[src/rtl/tick_scheduler_if.sv]
// Configuration request/acknowledge bundle for tick_scheduler.
interface tick_scheduler_if #(
  parameter int unsigned N_CH     = 4,
  parameter int unsigned PERIOD_W = 16
);
  localparam int unsigned CH_W = (N_CH > 1) ? $clog2(N_CH) : 1;

  logic                cfg_valid;
  logic                cfg_ready;
  logic [CH_W-1:0]     cfg_ch;
  logic [PERIOD_W-1:0] cfg_period;
  logic                cfg_en;
  logic                cfg_err;

  modport master (
    output cfg_valid, cfg_ch, cfg_period, cfg_en,
    input  cfg_ready, cfg_err
  );

  modport slave (
    input  cfg_valid, cfg_ch, cfg_period, cfg_en,
    output cfg_ready, cfg_err
  );
endinterface

[src/rtl/tick_scheduler.sv]
// Shared-prescaler tick scheduler: N_CH channels emit one-cycle enables at
// runtime-programmable multiples of a common base tick.
module tick_scheduler #(
  parameter int unsigned PRESCALE = 100,
  parameter int unsigned N_CH     = 4,
  parameter int unsigned PERIOD_W = 16
) (
  input  logic            clk_in,
  input  logic            reset,
  input  logic            run,
  tick_scheduler_if.slave cfg,
  output logic            base_tick,
  output logic [N_CH-1:0] tick
);
  localparam int unsigned     PC_W    = $clog2(PRESCALE);
  localparam int unsigned     CH_W    = (N_CH > 1) ? $clog2(N_CH) : 1;
  localparam logic [PC_W-1:0] PC_LAST = PC_W'(PRESCALE - 1);

  typedef enum logic {
    IDLE  = 1'b0,
    APPLY = 1'b1
  } state_t;

  state_t state, state_next;

  logic [PC_W-1:0]     pcnt;
  logic                bt;
  logic [PERIOD_W-1:0] period [N_CH];
  logic [PERIOD_W-1:0] ccnt   [N_CH];
  logic [N_CH-1:0]     en;

  logic [CH_W-1:0]     lat_ch;
  logic [PERIOD_W-1:0] lat_period;
  logic                lat_en;
  logic                lat_bad_ch;

  logic                accept;
  logic                req_bad_ch;
  logic                req_bad;
  logic                ready_next;
  logic                err_next;
  logic [N_CH-1:0]     wr;
  logic [N_CH-1:0]     wrap;

  // Shared prescaler; configuration never touches it so channel phases stay aligned.
  always_ff @(posedge clk_in) begin
    if (reset) begin
      pcnt <= '0;
    end else if (run) begin
      pcnt <= (pcnt == PC_LAST) ? '0 : pcnt + PC_W'(1);
    end
  end

  assign bt     = run && (pcnt == PC_LAST);
  assign accept = cfg.cfg_valid && cfg.cfg_ready;

  always_ff @(posedge clk_in) begin
    if (reset) begin
      state <= IDLE;
    end else begin
      state <= state_next;
    end
  end

  always_comb begin
    state_next = state;
    case (state)
      IDLE:    if (accept) state_next = APPLY;
      APPLY:   state_next = IDLE;
      default: state_next = IDLE;
    endcase
  end

  always_comb begin
    req_bad_ch = 32'(cfg.cfg_ch) >= 32'(N_CH);
    req_bad    = req_bad_ch || (cfg.cfg_period == '0);
    ready_next = (state_next == IDLE);
    err_next   = accept && req_bad;
  end

  // Handshake outputs and the request latched on acceptance.
  always_ff @(posedge clk_in) begin
    if (reset) begin
      cfg.cfg_ready <= 1'b0;
      cfg.cfg_err   <= 1'b0;
      lat_ch        <= '0;
      lat_period    <= '0;
      lat_en        <= 1'b0;
      lat_bad_ch    <= 1'b0;
    end else begin
      cfg.cfg_ready <= ready_next;
      cfg.cfg_err   <= err_next;
      if (accept) begin
        lat_ch     <= cfg.cfg_ch;
        lat_period <= cfg.cfg_period;
        lat_en     <= cfg.cfg_en && (cfg.cfg_period != '0);
        lat_bad_ch <= req_bad_ch;
      end
    end
  end

  always_comb begin
    wr   = '0;
    wrap = '0;
    for (int unsigned i = 0; i < N_CH; i++) begin
      wr[i]   = (state == APPLY) && !lat_bad_ch && (lat_ch == CH_W'(i));
      wrap[i] = (ccnt[i] == period[i] - PERIOD_W'(1));
    end
  end

  // Channel counters; a configuration write in the same cycle as bt wins.
  always_ff @(posedge clk_in) begin
    if (reset) begin
      base_tick <= 1'b0;
      tick      <= '0;
      en        <= '0;
      for (int unsigned i = 0; i < N_CH; i++) begin
        period[i] <= '0;
        ccnt[i]   <= '0;
      end
    end else begin
      base_tick <= bt;
      for (int unsigned i = 0; i < N_CH; i++) begin
        tick[i] <= bt && en[i] && wrap[i] && !wr[i];
        if (wr[i]) begin
          period[i] <= lat_period;
          en[i]     <= lat_en;
          ccnt[i]   <= '0;
        end else if (bt && en[i]) begin
          ccnt[i] <= wrap[i] ? '0 : ccnt[i] + PERIOD_W'(1);
        end
      end
    end
  end
endmodule

[src/flat_wrapper.sv]
// flat-port wrapper written by rule: the top's interface ports become plain ports
module tick_scheduler_flat 
#(
  parameter int unsigned PRESCALE = 100,
  parameter int unsigned N_CH     = 4,
  parameter int unsigned PERIOD_W = 16
)
  (clk_in, reset, run, base_tick, tick, cfg_cfg_valid, cfg_cfg_ch, cfg_cfg_period, cfg_cfg_en, cfg_cfg_ready, cfg_cfg_err);
  tick_scheduler_if #(.N_CH(N_CH), .PERIOD_W(PERIOD_W)) cfg_i ();
  input  logic clk_in;
  input  logic reset;
  input  logic run;
  output logic base_tick;
  output logic [N_CH-1:0] tick;
  input wire logic [$bits(cfg_i.cfg_valid)-1:0] cfg_cfg_valid;
  input wire logic [$bits(cfg_i.cfg_ch)-1:0] cfg_cfg_ch;
  input wire logic [$bits(cfg_i.cfg_period)-1:0] cfg_cfg_period;
  input wire logic [$bits(cfg_i.cfg_en)-1:0] cfg_cfg_en;
  output wire logic [$bits(cfg_i.cfg_ready)-1:0] cfg_cfg_ready;
  output wire logic [$bits(cfg_i.cfg_err)-1:0] cfg_cfg_err;
  assign cfg_i.cfg_valid = cfg_cfg_valid;
  assign cfg_i.cfg_ch = cfg_cfg_ch;
  assign cfg_i.cfg_period = cfg_cfg_period;
  assign cfg_i.cfg_en = cfg_cfg_en;
  assign cfg_cfg_ready = cfg_i.cfg_ready;
  assign cfg_cfg_err = cfg_i.cfg_err;
  tick_scheduler #(.PRESCALE(PRESCALE), .N_CH(N_CH), .PERIOD_W(PERIOD_W)) u_core (.clk_in(clk_in), .reset(reset), .run(run), .cfg(cfg_i), .base_tick(base_tick), .tick(tick));
endmodule
[config.mk]
export PLATFORM = sky130hd
export DESIGN_NAME = tick_scheduler_flat
export DESIGN_NICKNAME = d
export VERILOG_FILES = /design/src/rtl/tick_scheduler_if.sv /design/src/rtl/tick_scheduler.sv /design/src/flat_wrapper.sv
export SDC_FILE = /design/constraint.sdc
export NUM_CORES = 1
export LEC_CHECK = 0
export BUFFER_PORTS_ARGS = -buffer_cell sky130_fd_sc_hd__buf_4
export CAP_MARGIN = 10
export CORE_ASPECT_RATIO = 2
export CORE_UTILIZATION = 50
export DETAILED_ROUTE_END_ITERATION = 16
export PLACE_DENSITY = 0.66
export SLEW_MARGIN = 25
export SYNTH_ARGS = -nofsm -noshare
export SYNTH_HDL_FRONTEND = slang
export SYNTH_SLANG_ARGS = --single-unit
[constraint.sdc]
create_clock -name clk_in -period 3.6 [get_ports clk_in]
set_input_delay 0.18 -clock clk_in [delete_from_list [all_inputs] [get_ports clk_in]]
set_output_delay 0.18 -clock clk_in [all_outputs]
set_load 0.1 [all_outputs]
-- After elaboration in Yosys (flattened, before gate mapping)
Memory sizes are Yosys's and may differ from the RTL's.
Cells that the tools add are included.
- register bits after elaboration: 38
- bits in writable memories: 128
- input port bits: 23
- output and inout port bits: 7
- word-level logic and storage cells: 122
- memories kept: 2
- add/subtract/negate cells: 9
- equal/unequal tests: 8
- mux-type cells: 49
- bitwise operators: 14
- reductions and logical operators: 27
- memories (memory ; words ; width ; rd ports ; clocked after memory_dff ; write ports ; line ; RTL):
    u_core.ccnt ; 4 ; 16 ; 4 ; 0 ; 4 ; tick_scheduler.sv:29 ; logic [PERIOD_W-1:0] ccnt [N_CH];
    u_core.period ; 4 ; 16 ; 4 ; 0 ; 4 ; tick_scheduler.sv:28 ; logic [PERIOD_W-1:0] period [N_CH];
- operator list (operator ; number):
    $mux W16 ; 16
    $add A16 B1 Y16 const B ; 4
    $eq A16 B16 Y1 ; 4
    $sub A16 B1 Y16 const B ; 4
    $mux W1 ; 31
    $logic_and A1 B1 Y1 ; 20
    $logic_not A16 Y1 ; 1
    $reduce_bool A16 Y1 ; 1
    $or A1 B1 Y1 ; 12
    $add A7 B1 Y7 const B ; 1
    $eq A7 B7 Y1 const B ; 1
    $mux W7 ; 1
    $eq A2 B2 Y1 const B ; 2
    $logic_not A1 Y1 ; 4
    $eq A2 B1 Y1 const B ; 1
    $logic_not A2 Y1 ; 1
    $not A1 Y1 ; 2
    $pmux W1 S2 ; 1

-- Longest topological paths before layout
- depth after elaboration: 8
- gate-level depth with buffers: 11
- mapped depth without buffers: 8

-- Worst setup path before layout
No wires, ideal clock.
- path kind: register to register
- from: memory u_core.period[0][0]
- to: memory u_core.ccnt[0][10] (data pin)
- setup time: 270 ps
- arrival time: 2635 ps
- required time: 3330 ps
- slack: 695 ps
- cell stages (with the launch flop): 9
- path buffers: 1
- period minus slack after synthesis: 2905 ps
- path through: edfxtp_1 > inv_1 > ha_1 > nor4b_2 > xor2_1 > or4b_2 > a2111oi_4 > buf_6 > nor3_1
- RTL lines (item ; line):
    from (decl) ; tick_scheduler.sv:28
    to (decl) ; tick_scheduler.sv:29

==> run summary <==
Status - finished clean
Die ar. - 0.0199 mm^2
Final TNS setup - 0 ps
Max-cap viol count - 0
DRC viols - 0
Die height - 198 um
Critical Path Start Type - flop
TritonCTS clock tree - done
Slowest cell delay on critical path - 620 ps
Final hold violations - 0
Gr usage total - 23.7%
Critical path class - flop to flop
Ys Warns - 0
Site Rows - 71
Avg Cell Area, Syn - 10.4 um^2
Syn Inst Count - 928
Commonest non-fill, non-tap cell in the layout - edfxtp_1
LEAKAGE - 0.00368 uW
Synth cell types - 72
Overflow after GRT - 0
Total wire length - 22.2 mm
Clk sinks - 166
Synth Register Bits - 166
First-pass GRT wire length - 36.0 mm
Number of diodes - 0
EDFF count, synth - 128
Rel. slew slack - 35.2%
Worst Path Required - 3750 ps
Area leader, netlist - edfxtp_1
Die width - 100 um
Worst endpoint data arrival time - 3140 ps
Mapped Area - 0.00965 mm^2
Met2 wire len - 12.4 mm
Slew Viols, Final - 0
Initial antenna violation count - 0
Final setup viols - 0
Clk Latency, worst-skew pair - 430 ps
Ys flop type - edfxtp_1
Max Freq - 334 MHz
Power per cell area - 409 mW/mm^2
Met3 WL post-DR - 523 um
Commonest non-fill, non-tap cells in the layout - edfxtp_1 (128), nand2_1 (80), xnor2_1 (70)
M1 wire length - 8.31 mm
Worst hold slack - 28.1 ps
Largest fanout on the critical path - 17
Starting Density - 51.2%
Io pins - 30
TritonRoute pass-1 iters - 5
Register area share after synthesis - 47.7%
CP endpoint kind - flop
Pin count of the biggest net entering global routing - 33
Final Skew - 10.4 ps
Clock Path Buffers - 2
CP delay by family, top - simple AND/OR/NAND/NOR gates
Vias/cell - 5.80
RSZ-0062 raised after global routing - no
Hold buffers post-CTS - 17
Setup Buffers After CTS - 0
Number of DRC markers in iteration 0 - 289
Share of layout cells above drive strength 1 - 11.0%
Worst-path cell chain - or4_4, nor4_2, mux2_2, a32oi_1, and4b_1, a211oi_1
Vias in the first global route - 7,004
GPL Wtd Cong - 0.858
DP HPWL - 16.1 mm
Syn_nets - 960
Clk slew on worst S/H paths - 70 ps
H-tree depth - 4
Drt wl/cell - 18.0 um
Root Buffer - clkbuf_16
Number of buffers added on ports - 29
DR top layer - met4
Largest cells by area after synthesis - edfxtp_1 (40%), dfxtp_1 (7.9%), xnor2_1 (6.4%), xor2_1 (5.5%), and2_1 (4.3%)
Final Critical Period - 2990 ps
Post-CTS sizing - 0
Core area - 0.0188 mm^2
Top-area cell type share of the netlist area - 39.8%
Maximum VDD drop - 0.317 mV
Via count - 7,125
Filler cell count - 1,695
Total clock buffers created by CTS - 17
Crit-path slowest cell - and4b_1
Slew @ Worst Pin - 970 ps
Routed Antenna Nets - 0
Period utilization - 83.1%
WP buf/inv - 0
Synth-to-Final Area Change - 12.5%
FFs w/ async S/R, synth - 0%
Final nets - 992
Min-delay worst type - input port to flop
-- per-stage QoR --
step	setup slack (ps)	util, %	instances	instance area [um^2]	total power, uW
floorplan	695	-	928	9650	2520
global route	317	57.6	1228	10900	4590
global placement	688	53.6	1179	10100	2640
detailed placement	621	53.6	1179	10100	2650
finish	609	57.6	1228	10900	4440
CTS	599	57.6	1228	10800	4480
-- logic make-up (layout without fill, tap and decap cells) --
| family | Yosys count | in the layout | synth area share [%] |
|---|---|---|---|
| XOR/XNOR | 131 | 131 | 11.9 |
| buffers and inverters | 68 | 113 | 3.11 |
| AND/OR/NAND/NOR | 405 | 405 | 24.2 |
| adder cells (fa/ha/maj) | 9 | 9 | 1.17 |
| flip-flops | 166 | 166 | 47.7 |
| multiplexers | 10 | 10 | 1.06 |
| AO/OA/AOI/OAI | 139 | 139 | 10.9 |
-- registers in the layout (all words and copies together), names as in the netlist, 2 cells and up --
signal and flops:
u_core.pcnt 7, u_core.lat_period 16, u_core.lat_ch 2, u_core.period 64
u_core.en 4, u_core.tick 4, u_core.ccnt 64
-- tightest hold or removal path, cell delays in order --
cell and delay (ps):
buf_4 110, nand2_1 70, a21oi_1 50
-- routing by layer --
layer,vias to the layer above,GRT usage [%]
met5,-,0
met4,0,11.1
met2,131,45.4
met1,3445,24.3
li1,3492,-
met3,57,4.39
-- path summary, 6_finish.rpt --
kind / startpoint / end / slack, ps / cells after the start
setup / recovery: u_core.period[3][3] / u_core.ccnt[3][9] / 610 / 6
hold / removal: cfg_cfg_period[11] / u_core.lat_period[11] / 30 / 3
setup reg to reg: u_core.period[3][3] / u_core.ccnt[3][9] / 610 / 6
hold reg to reg: u_core.en[0] / u_core.en[0] / 490 / 1
-- power by group --
group | total, uW | internal [uW] | switching, uW | leakage (uW)
Clock | 1820 | 1030 | 793 | 0.000289
Sequential | 2260 | 2140 | 120 | 0.00162
Combinational | 370 | 164 | 205 | 0.00177
Total | 4440 | 3330 | 1120 | 0.00368
-- synthesized netlist by cell type, types with 5 or more instances --
| library cell | number |
|---|---|
| a211oi_2 | 9 |
| nand3b_1 | 9 |
| nand4b_1 | 5 |
| o21ai_0 | 12 |
| a21oi_1 | 31 |
| a31oi_1 | 11 |
| dfxtp_1 | 38 |
| edfxtp_1 | 128 |
| nor2b_1 | 11 |
| inv_1 | 23 |
| a211oi_1 | 37 |
| ha_1 | 9 |
| and2_1 | 67 |
| xnor2_1 | 70 |
| nand3_1 | 32 |
| nor3_1 | 36 |
| xor2_1 | 61 |
| and3_1 | 14 |
| clkbuf_1 | 33 |
| nor4b_1 | 7 |
| nand2b_1 | 11 |
| buf_2 | 5 |
| nor2_1 | 40 |
| or3_1 | 11 |
| nand2_1 | 80 |
| nor3b_1 | 6 |
| nor4_1 | 16 |
| mux2i_1 | 8 |
| nand4_1 | 25 |
-- cell type report --
class | instances | area, um^2 | share of cell area, %
Multi-Input combinational cell | 694 | 4790 | 44.1
Clock buffer | 21 | 472 | 4.34
Inverter | 23 | 86.3 | 0.795
Tap cell | 255 | 319 | 2.94
Timing Repair Buffer | 58 | 478 | 4.40
Sequential cell | 166 | 4600 | 42.4
Clock inverter | 11 | 108 | 0.991
No activity file was read; power rests on OpenSTA's default activity.
